--- config.mk ---
export PLATFORM = sky130hd
export DESIGN_NAME = spi_reg_ctrl_flat
export DESIGN_NICKNAME = d
export VERILOG_FILES = /design/src/rtl/spi_reg_ctrl_if.sv /design/src/rtl/spi_reg_ctrl.sv /design/src/flat_wrapper.sv
export SDC_FILE = /design/constraint.sdc
export NUM_CORES = 1
export LEC_CHECK = 0
export CORE_ASPECT_RATIO = 0.5
export CORE_MARGIN = 1
export CORE_UTILIZATION = 40
export CTS_CLUSTER_DIAMETER = 60
export DETAILED_ROUTE_END_ITERATION = 6
export PLACE_DENSITY = 0.67
export SETUP_SLACK_MARGIN = 0.15
export SLEW_MARGIN = 0
export SYNTH_ARGS = -nofsm -noshare
export SYNTH_HDL_FRONTEND = slang
export SYNTH_SLANG_ARGS = --single-unit
--- constraint.sdc ---
create_clock -name clk -period 7 [get_ports clk]
set_clock_uncertainty 0.05 [all_clocks]
set_input_delay 1.75 -clock clk [delete_from_list [all_inputs] [get_ports clk]]
set_output_delay 1.75 -clock clk [all_outputs]
set_load 0.005 [all_outputs]
--- src/rtl/spi_reg_ctrl_if.sv ---
// Byte-stream link between spi_slave and the register controller.
// The master side is spi_slave (or a bench model of it); the slave side is spi_reg_ctrl.
interface spi_reg_ctrl_if;
  logic       ss;
  logic       rx_done;
  logic [7:0] rx_byte;
  logic [7:0] tx_byte;

  modport master (
    output ss,
    output rx_done,
    output rx_byte,
    input  tx_byte
  );

  modport slave (
    input  ss,
    input  rx_done,
    input  rx_byte,
    output tx_byte
  );
endinterface

--- src/rtl/spi_reg_ctrl.sv ---
// SPI register-access controller.
// The first byte of each SS-low frame is a command: bit7 = read, bits[6:0] = start address.
// The following bytes are write data, or read turnaround/data, with the address auto-incrementing.
// The block holds the RW config registers and exposes the RO status inputs.
module spi_reg_ctrl #(
  parameter int unsigned NUM_CFG  = 16,
  parameter int unsigned NUM_STAT = 4,
  parameter logic [7:0]  ID_BYTE  = 8'hA5,
  parameter logic [7:0]  CFG_RST  = 8'h00
) (
  input  logic                  clk,
  input  logic                  rst,
  spi_reg_ctrl_if.slave         bus,
  output logic [8*NUM_CFG-1:0]  cfg_out,
  input  logic [8*NUM_STAT-1:0] stat_in,
  output logic                  wr_stb,
  output logic [6:0]            wr_addr,
  output logic                  busy,
  output logic                  txn_done
);

  typedef enum logic [1:0] {
    IDLE,
    CMD,
    WRITE,
    READ
  } state_t;

  state_t     state;
  state_t     state_nxt;
  logic       ss_meta;
  logic       ss_s;
  logic [6:0] ptr;
  logic [6:0] ptr_nxt;
  logic [6:0] rd_addr;
  logic [7:0] rd_data;
  logic [7:0] tx_nxt;
  logic       cmd_seen;
  logic       cmd_seen_nxt;
  logic       wr_en;
  logic       txn_nxt;
  logic       ptr_in_cfg;

  assign busy       = (state != IDLE);
  assign ptr_in_cfg = ({1'b0, ptr} < 8'(NUM_CFG));

  // Two-flop synchroniser for slave select. It idles deasserted (high).
  always_ff @(posedge clk or posedge rst) begin
    if (rst) begin
      ss_meta <= 1'b1;
      ss_s    <= 1'b1;
    end else begin
      ss_meta <= bus.ss;
      ss_s    <= ss_meta;
    end
  end

  // Read address: the command byte's address when in CMD, otherwise the next sequential address.
  always_comb begin
    rd_addr = (state == CMD) ? bus.rx_byte[6:0] : ptr + 7'd1;
  end

  // Register read mux: config registers, then status inputs, and zero above the mapped range.
  always_comb begin
    rd_data = 8'h00;
    for (int unsigned k = 0; k < NUM_CFG; k++) begin
      if (rd_addr == 7'(k)) rd_data = cfg_out[8*k +: 8];
    end
    for (int unsigned k = 0; k < NUM_STAT; k++) begin
      if (rd_addr == 7'(NUM_CFG + k)) rd_data = stat_in[8*k +: 8];
    end
  end

  // FSM state register.
  always_ff @(posedge clk or posedge rst) begin
    if (rst) state <= IDLE;
    else     state <= state_nxt;
  end

  // Next-state and datapath decode. The frame-end override comes last, so a byte that
  // arrives in the same cycle as the ss rise is still processed before returning to IDLE.
  always_comb begin
    state_nxt    = state;
    ptr_nxt      = ptr;
    tx_nxt       = bus.tx_byte;
    cmd_seen_nxt = cmd_seen;
    wr_en        = 1'b0;
    txn_nxt      = 1'b0;

    case (state)
      IDLE: begin
        tx_nxt = ID_BYTE;
        if (!ss_s) state_nxt = CMD;
      end
      CMD: begin
        if (bus.rx_done) begin
          ptr_nxt      = bus.rx_byte[6:0];
          cmd_seen_nxt = 1'b1;
          if (bus.rx_byte[7]) begin
            state_nxt = READ;
            tx_nxt    = rd_data;
          end else begin
            state_nxt = WRITE;
          end
        end
      end
      WRITE: begin
        if (bus.rx_done) begin
          wr_en   = ptr_in_cfg;
          ptr_nxt = ptr + 7'd1;
        end
      end
      READ: begin
        if (bus.rx_done) begin
          tx_nxt  = rd_data;
          ptr_nxt = ptr + 7'd1;
        end
      end
      default: state_nxt = IDLE;
    endcase

    // Using cmd_seen_nxt means a command byte that coincides with the ss rise still counts.
    if ((state != IDLE) && ss_s) begin
      state_nxt    = IDLE;
      tx_nxt       = ID_BYTE;
      txn_nxt      = cmd_seen_nxt;
      cmd_seen_nxt = 1'b0;
    end
  end

  // Pointer, MISO byte and event strobes.
  always_ff @(posedge clk or posedge rst) begin
    if (rst) begin
      ptr         <= '0;
      cmd_seen    <= 1'b0;
      bus.tx_byte <= ID_BYTE;
      wr_stb      <= 1'b0;
      wr_addr     <= '0;
      txn_done    <= 1'b0;
    end else begin
      ptr         <= ptr_nxt;
      cmd_seen    <= cmd_seen_nxt;
      bus.tx_byte <= tx_nxt;
      wr_stb      <= wr_en;
      if (wr_en) wr_addr <= ptr;
      txn_done    <= txn_nxt;
    end
  end

  // Config register file, written one byte at a time from the SPI stream.
  always_ff @(posedge clk or posedge rst) begin
    if (rst) begin
      cfg_out <= {NUM_CFG{CFG_RST}};
    end else if (wr_en) begin
      for (int unsigned k = 0; k < NUM_CFG; k++) begin
        if (ptr == 7'(k)) cfg_out[8*k +: 8] <= bus.rx_byte;
      end
    end
  end

endmodule
--- src/flat_wrapper.sv ---
// flat-port wrapper written by rule: the top's interface ports become plain ports
module spi_reg_ctrl_flat 
#(
  parameter int unsigned NUM_CFG  = 16,
  parameter int unsigned NUM_STAT = 4,
  parameter logic [7:0]  ID_BYTE  = 8'hA5,
  parameter logic [7:0]  CFG_RST  = 8'h00
)
  (clk, rst, cfg_out, stat_in, wr_stb, wr_addr, busy, txn_done, bus_ss, bus_rx_done, bus_rx_byte, bus_tx_byte);
  spi_reg_ctrl_if bus_i ();
  input  logic clk;
  input  logic rst;
  output logic [8*NUM_CFG-1:0] cfg_out;
  input  logic [8*NUM_STAT-1:0] stat_in;
  output logic wr_stb;
  output logic [6:0] wr_addr;
  output logic busy;
  output logic txn_done;
  input wire logic [$bits(bus_i.ss)-1:0] bus_ss;
  input wire logic [$bits(bus_i.rx_done)-1:0] bus_rx_done;
  input wire logic [$bits(bus_i.rx_byte)-1:0] bus_rx_byte;
  output wire logic [$bits(bus_i.tx_byte)-1:0] bus_tx_byte;
  assign bus_i.ss = bus_ss;
  assign bus_i.rx_done = bus_rx_done;
  assign bus_i.rx_byte = bus_rx_byte;
  assign bus_tx_byte = bus_i.tx_byte;
  spi_reg_ctrl #(.NUM_CFG(NUM_CFG), .NUM_STAT(NUM_STAT), .ID_BYTE(ID_BYTE), .CFG_RST(CFG_RST)) u_core (.clk(clk), .rst(rst), .bus(bus_i), .cfg_out(cfg_out), .stat_in(stat_in), .wr_stb(wr_stb), .wr_addr(wr_addr), .busy(busy), .txn_done(txn_done));
endmodule
# After elaboration in Yosys (flattened, before gate mapping)
# Index checks and enable logic that the tools add are counted.
# word_totals
regBits	157
in_bits	44
out_inout_bits	146
# op_classes
add_sub_neg	1
order_cmp	1
eq_ne	43
n_mux	40
n_reduce_logical	28
# ops
op	n
$mux 8	24
$eq 7x4->1 const B	16
$eq 7x3->1 const B	8
$reduce_and 2->1	16
$eq 7x2->1 const B	4
$eq 7x5->1 const B	4
$pmux 8 s3	1
$mux 7	3
$eq 7x1->1 const B	2
$logic_not 7->1	2
$pmux 7 s2	1
$ne 3x3->1 const B	3
$add 7x1->7 const B	1
$lt 7x5->1 const B	1
$mux 1	7
$mux 2	3
$reduce_and 3->1	2
$eq 2x2->1 const B	2
$pmux 2 s2	1
$reduce_and 4->1	1
$reduce_bool 2->1	2
$reduce_bool 4->1	1
$ne 3x2->1 const B	1
$reduce_bool 3->1	1
other kinds (6)	6

# Depth between registers and ports, before layout
# logic_depth
word_depth	27
depth_mapped	14
depth_no_buf	10

# Worst setup path after synthesis
# OpenSTA, ideal clock, no wires.
# synth_timing
path_type	input to register
start	in bus_rx_byte[1]
end	reg u_core.bus.tx_byte[1]
setup_ps	126
t_arrival_ps	3467
required_time_ps	6824
path_slack_ps	3356
cell_stages	11
path_buffers	3
path_cell_list	buf_2 > and3b_1 > clkbuf_1 > o2bb2ai_2 > buf_2 > a22oi_1 > nand2_1 > a211o_1 > a221o_1 > a31oi_1 > o21ai_1
# synth_between
elab_chain_len	26
elab_cells_between_ends	46
# synth_lines
item	line_no	text
start: declaration	flat_wrapper.sv:21	input wire logic [$bits(bus_i.rx_byte)-1:0] bus_rx_byte;
$mux 7 (*)	spi_reg_ctrl.sv:60	rd_addr = (state == CMD) ? bus.rx_byte[6:0] : ptr + 7'd1;
$logic_not 7->1	spi_reg_ctrl.sv:67	if (rd_addr == 7'(k)) rd_data = cfg_out[8*k +: 8];
$mux 8 (16 in series)	spi_reg_ctrl.sv:67	
$mux 8 (3 in series)	spi_reg_ctrl.sv:70	if (rd_addr == 7'(NUM_CFG + k)) rd_data = stat_in[8*k +: 8];
$mux 8 (*)	spi_reg_ctrl.sv:70	
$mux 8	spi_reg_ctrl.sv:99	if (bus.rx_byte[7]) begin
$mux 8	spi_reg_ctrl.sv:96	if (bus.rx_done) begin
$pmux 8 s3 (*)	spi_reg_ctrl.sv:90	case (state)
$mux 8 (*)	spi_reg_ctrl.sv:123	if ((state != IDLE) && ss_s) begin
end signal: assignment	spi_reg_ctrl.sv:143	bus.tx_byte <= tx_nxt;
end: declaration	spi_reg_ctrl_if.sv:20	output tx_byte
# Every way passes the cells marked *; elsewhere a longest branch is shown, timed or not. The select of a mux whose other input is x is not followed.
# A chain may end at the register's enable or synchronous reset.

# Worst setup path in the final report
# layout_timing
start	in bus_rx_byte[0]
end	reg u_core.bus.tx_byte[4]
# Same word-level chain as after synthesis.

==> results.md <==
* Stage delay of the slowest cell on the critical path at 0.95 ns
* Post-synthesis area per instance at roughly 11 um2
* Number of enable-type register cells in the synthesized netlist at 0
* Die outline area at a little over 20000 um2
* Die extent in y at between 100 and 150 um
* Clock buffers created by TritonCTS at 17
* CTS tree: yes
* Number of top-level pins at 190
* Worst reg2reg path startpoint: u_core.ptr[0]$_DFFE_PP0P_
* Number of clock sinks at 157
* Max IR drop VDD at 169.0 uV
* Antenna diode count at 0
* Layout overhead on the synthesized area at 33.56%
* Worst slew margin relative to its limit at 0.2657
* Placed Instances at 1109
* Post-synthesis net count at 743
* Clock transition at the registers of the reported paths at about 0.060 ns
* Wire length of the first global-routing pass at 44190 um
* CP arrival at 5.26 ns
* Leakage power of the design at 4.641 nW
* Filler-free cell count of the finished design at 1140
* DPL Wire Length at 21140 um
* Worst hold path stage count at 0
* Yosys Warn Count at 0
* Worst-path cell with the longest stage delay: sky130_fd_sc_hd__clkdlybuf4s50_1
* Average vias per placed instance at 6.193
* Share of synthesized area occupied by flip-flops and latches at 0.4926
* Crit share post-route at 0.7119
* Placement Rows at 36
* Type of the worst min-delay path: flip-flop to flip-flop
* Number of detailed-route iterations in the first pass at 7
* Storage cell area at 3936 um2
* CP Launch Type: primary input
* Placeable core region at 19500 um2
* Clock Tree Buf Depth at 2
* Pre-CTS setup slack at 1.680 ns
* Worst-path cell chain: clkdlybuf4s50_1 -> and4bb_1 -> a31o_1 -> a22oi_1 -> a22oi_1 -> a21oi_1 -> o21ai_0 -> a31oi_1 -> a22oi_1
* Number of buffers added on ports at 189
* Highest clock rate at around 200 MHz
* Weighted congestion reported at the end of routability-driven placement at 1.023
* Setup crit end kind: flip-flop
* Flip-flop and latch count after synthesis at about 160
* Largest net degree at the start of global routing at 110
* Share of post-route cells with drive strength above 1 at 0.2368
* Effective utilization at floorplan at 0.4097
* Final total power at 2.780 mW
* Count of vias placed by the detailed router at 7060
* Count of buffers added by post-CTS timing repair for setup at 0
* Launch point of the critical path: bus_rx_byte[0]
* WL per Instance at 25.97 um
* Prevailing post-synth register cell: sky130_fd_sc_hd__dfrtp_1
* Worst skew pair latency at 0.42 ns
* Power density over the cells at 260.5 nW/um2
* Tightest hold margin at 0.3063 ns
* Library cell with the largest summed area after synthesis: sky130_fd_sc_hd__dfrtp_1
* Crit path top cell by count: sky130_fd_sc_hd__a22oi_1
* Leftover overflow at the end of global routing at 0
* Internal reg-to-reg setup slack at 3.03 ns
* Antenna Nets Post-Route at 0
* Total track usage at 0.2891
* Initial antenna violation count at 0
* Instance count of the mapped netlist at 695
* Ranking of synthesized cells by area: sky130_fd_sc_hd__dfrtp_1 (47%), sky130_fd_sc_hd__mux2_2 (18%), sky130_fd_sc_hd__nand2_1 (2.5%)
* R2r worst-path depth at 9
* Initial DRC count at 798
* Final design utilization at 0.5472
* Cell area after technology mapping at 7990 um2
* Detailed-route wire length at 29600 um
* Count of H-tree levels built during CTS at 4
* Minimum clock period at 4.983 ns
* RR Endpoint: u_core.bus.tx_byte[0]$_DFFE_PP1P_
* Worst setup path end: u_core.bus.tx_byte[4]$_DFFE_PP0P_
* Area fraction of the dominant cell type after synthesis at 0.4729
* Area taken by multi-input logic gates at 3754 um2
* # hold bufs at CTS at 0
* Required time reported for the critical path endpoint at 7.28 ns
* Setup violations, final at 0
* Post-route DRC violation count at 6
* Area of all placed cells without fillers at about 11000 um2
* Count of different cell masters after synthesis at 84
* Violated checks: design-rule violations
* Final worst setup slack at 2.017 ns
* Number of fillers in the final layout at 1687
* Number of nets in the layout at 910
* Worst-Margin Slew at 1.101 ns
* Max-cap violations at 0
* Post-place instance area at 10050 um2
* Result of the run: finished, violations left
* Final Slew Violations at 0
* Final Hold Violating Endpoints at 0
* Share of synthesized registers carrying an async set or reset at 1.000
* CP Class: primary input to flip-flop
* Library cell used as clock root buffer: sky130_fd_sc_hd__clkbuf_16
* Number of instances resized during post-cts repair at 0
* RSZ-0062 raised after global routing: no
* Die X at 201.9 um
* Via count of the first global-routing pass at 6945
* Highest net fanout along the worst path at 25
* Setup total negative slack at 0 ns
-- per-layer routing --
| metal | GRT usage | vias up | part of all wire |
|---|---|---|---|
| met5 | 0 | - | 0 |
| met4 | 0.07984 | 0 | 0.018 |
| met3 | 0.06665 | 55 | 0.090 |
| met2 | 0.4385 | 389 | 0.45 |
| met1 | 0.4157 | 3624 | 0.45 |
| li1 | - | 2992 | - |
-- sequential cells by signal, indices dropped and copies added (netlist names) --
name / flops
u_core.wr_stb: 1
u_core.ptr: 7
u_core.cfg_out: 128
u_core.ss_s: 1
u_core.txn_done: 1
u_core.state: 2
u_core.bus.tx_byte: 8
u_core.cmd_seen: 1
u_core.wr_addr: 7
u_core.ss_meta: 1
-- cell usage in the layout (no fill, tap or decap), drive strengths merged, types with 11 or more instances in the layout --
cell type / synthesis / final
a22oi: 18 / 18
nand2: 58 / 58
o22ai: 18 / 18
a31oi: 14 / 14
o21ai: 27 / 27
dfrtp: 151 / 151
nand3: 18 / 18
inv: 10 / 17
nor3: 12 / 12
nor2: 23 / 23
a21oi: 26 / 26
clkdlybuf4s50: 0 / 189
mux2: 129 / 129
a221oi: 11 / 11
clkbuf: 23 / 17
buf: 30 / 12
-- layout make-up --
type / instances / area share
Timing Repair Buffer: 201 / 0.1857
Multi-Input combinational cell: 475 / 0.3517
Clock inverter: 14 / 0.01864
Tap cell: 266 / 0.03119
Inverter: 10 / 0.003986
Sequential cell: 157 / 0.3689
Clock buffer: 17 / 0.03986
-- worst min-delay path by stage --
stage | from | end | slack (ns)
global route | u_core.ss_meta$_DFF_PP1_ | u_core.ss_s$_DFF_PP1_ | 0.32
detailed placement | u_core.ss_meta$_DFF_PP1_ | u_core.ss_s$_DFF_PP1_ | 0.30
global placement | u_core.ss_meta$_DFF_PP1_ | u_core.ss_s$_DFF_PP1_ | 0.30
finish | u_core.ss_meta$_DFF_PP1_ | u_core.ss_s$_DFF_PP1_ | 0.31
floorplan | u_core.ss_meta$_DFF_PP1_ | u_core.ss_s$_DFF_PP1_ | 0.30
CTS | u_core.ss_meta$_DFF_PP1_ | u_core.ss_s$_DFF_PP1_ | 0.31
-- synth_stat cells, types with 4 or more instances --
library cell,count
sky130_fd_sc_hd__a211oi_1,5
sky130_fd_sc_hd__a21oi_1,25
sky130_fd_sc_hd__a221o_1,4
sky130_fd_sc_hd__a221oi_1,10
sky130_fd_sc_hd__a222oi_1,6
sky130_fd_sc_hd__a22o_1,6
sky130_fd_sc_hd__a22oi_1,18
sky130_fd_sc_hd__a31oi_1,13
sky130_fd_sc_hd__and2_1,7
sky130_fd_sc_hd__and3_1,5
sky130_fd_sc_hd__buf_1,6
sky130_fd_sc_hd__buf_2,12
sky130_fd_sc_hd__buf_4,10
sky130_fd_sc_hd__clkbuf_1,23
sky130_fd_sc_hd__dfrtp_1,151
sky130_fd_sc_hd__dfstp_2,6
sky130_fd_sc_hd__ha_1,4
sky130_fd_sc_hd__inv_1,10
sky130_fd_sc_hd__mux2_2,128
sky130_fd_sc_hd__nand2_1,54
sky130_fd_sc_hd__nand2_2,4
sky130_fd_sc_hd__nand2b_1,4
sky130_fd_sc_hd__nand3_1,17
sky130_fd_sc_hd__nor2_1,22
sky130_fd_sc_hd__nor3_1,10
sky130_fd_sc_hd__o211ai_1,4
sky130_fd_sc_hd__o21ai_0,22
sky130_fd_sc_hd__o21ai_1,4
sky130_fd_sc_hd__o221ai_1,8
sky130_fd_sc_hd__o22ai_1,18
sky130_fd_sc_hd__o2bb2ai_1,9
-- critical path: cells and delay by family --
family	cells	cell delay, ns
simple gates	1	0.55
compound gates	7	1.99
buf+inv	1	0.95
-- logic make-up after synthesis --
| family | synth area share |
|---|---|
| compound gates | 0.1835 |
| flops | 0.4926 |
| simple gates | 0.09083 |
| mux | 0.1835 |
| buf+inv | 0.03805 |
| fa+ha+maj | 0.006264 |
| xor+xnor | 0.005169 |
-- report_power, final --
part	internal (mW)	switching [mW]
logic	0.279	0.457
clock network	0.575	0.428
registers	0.964	0.0774
total	1.82	0.962
No activity file was read; power rests on OpenSTA's default activity.
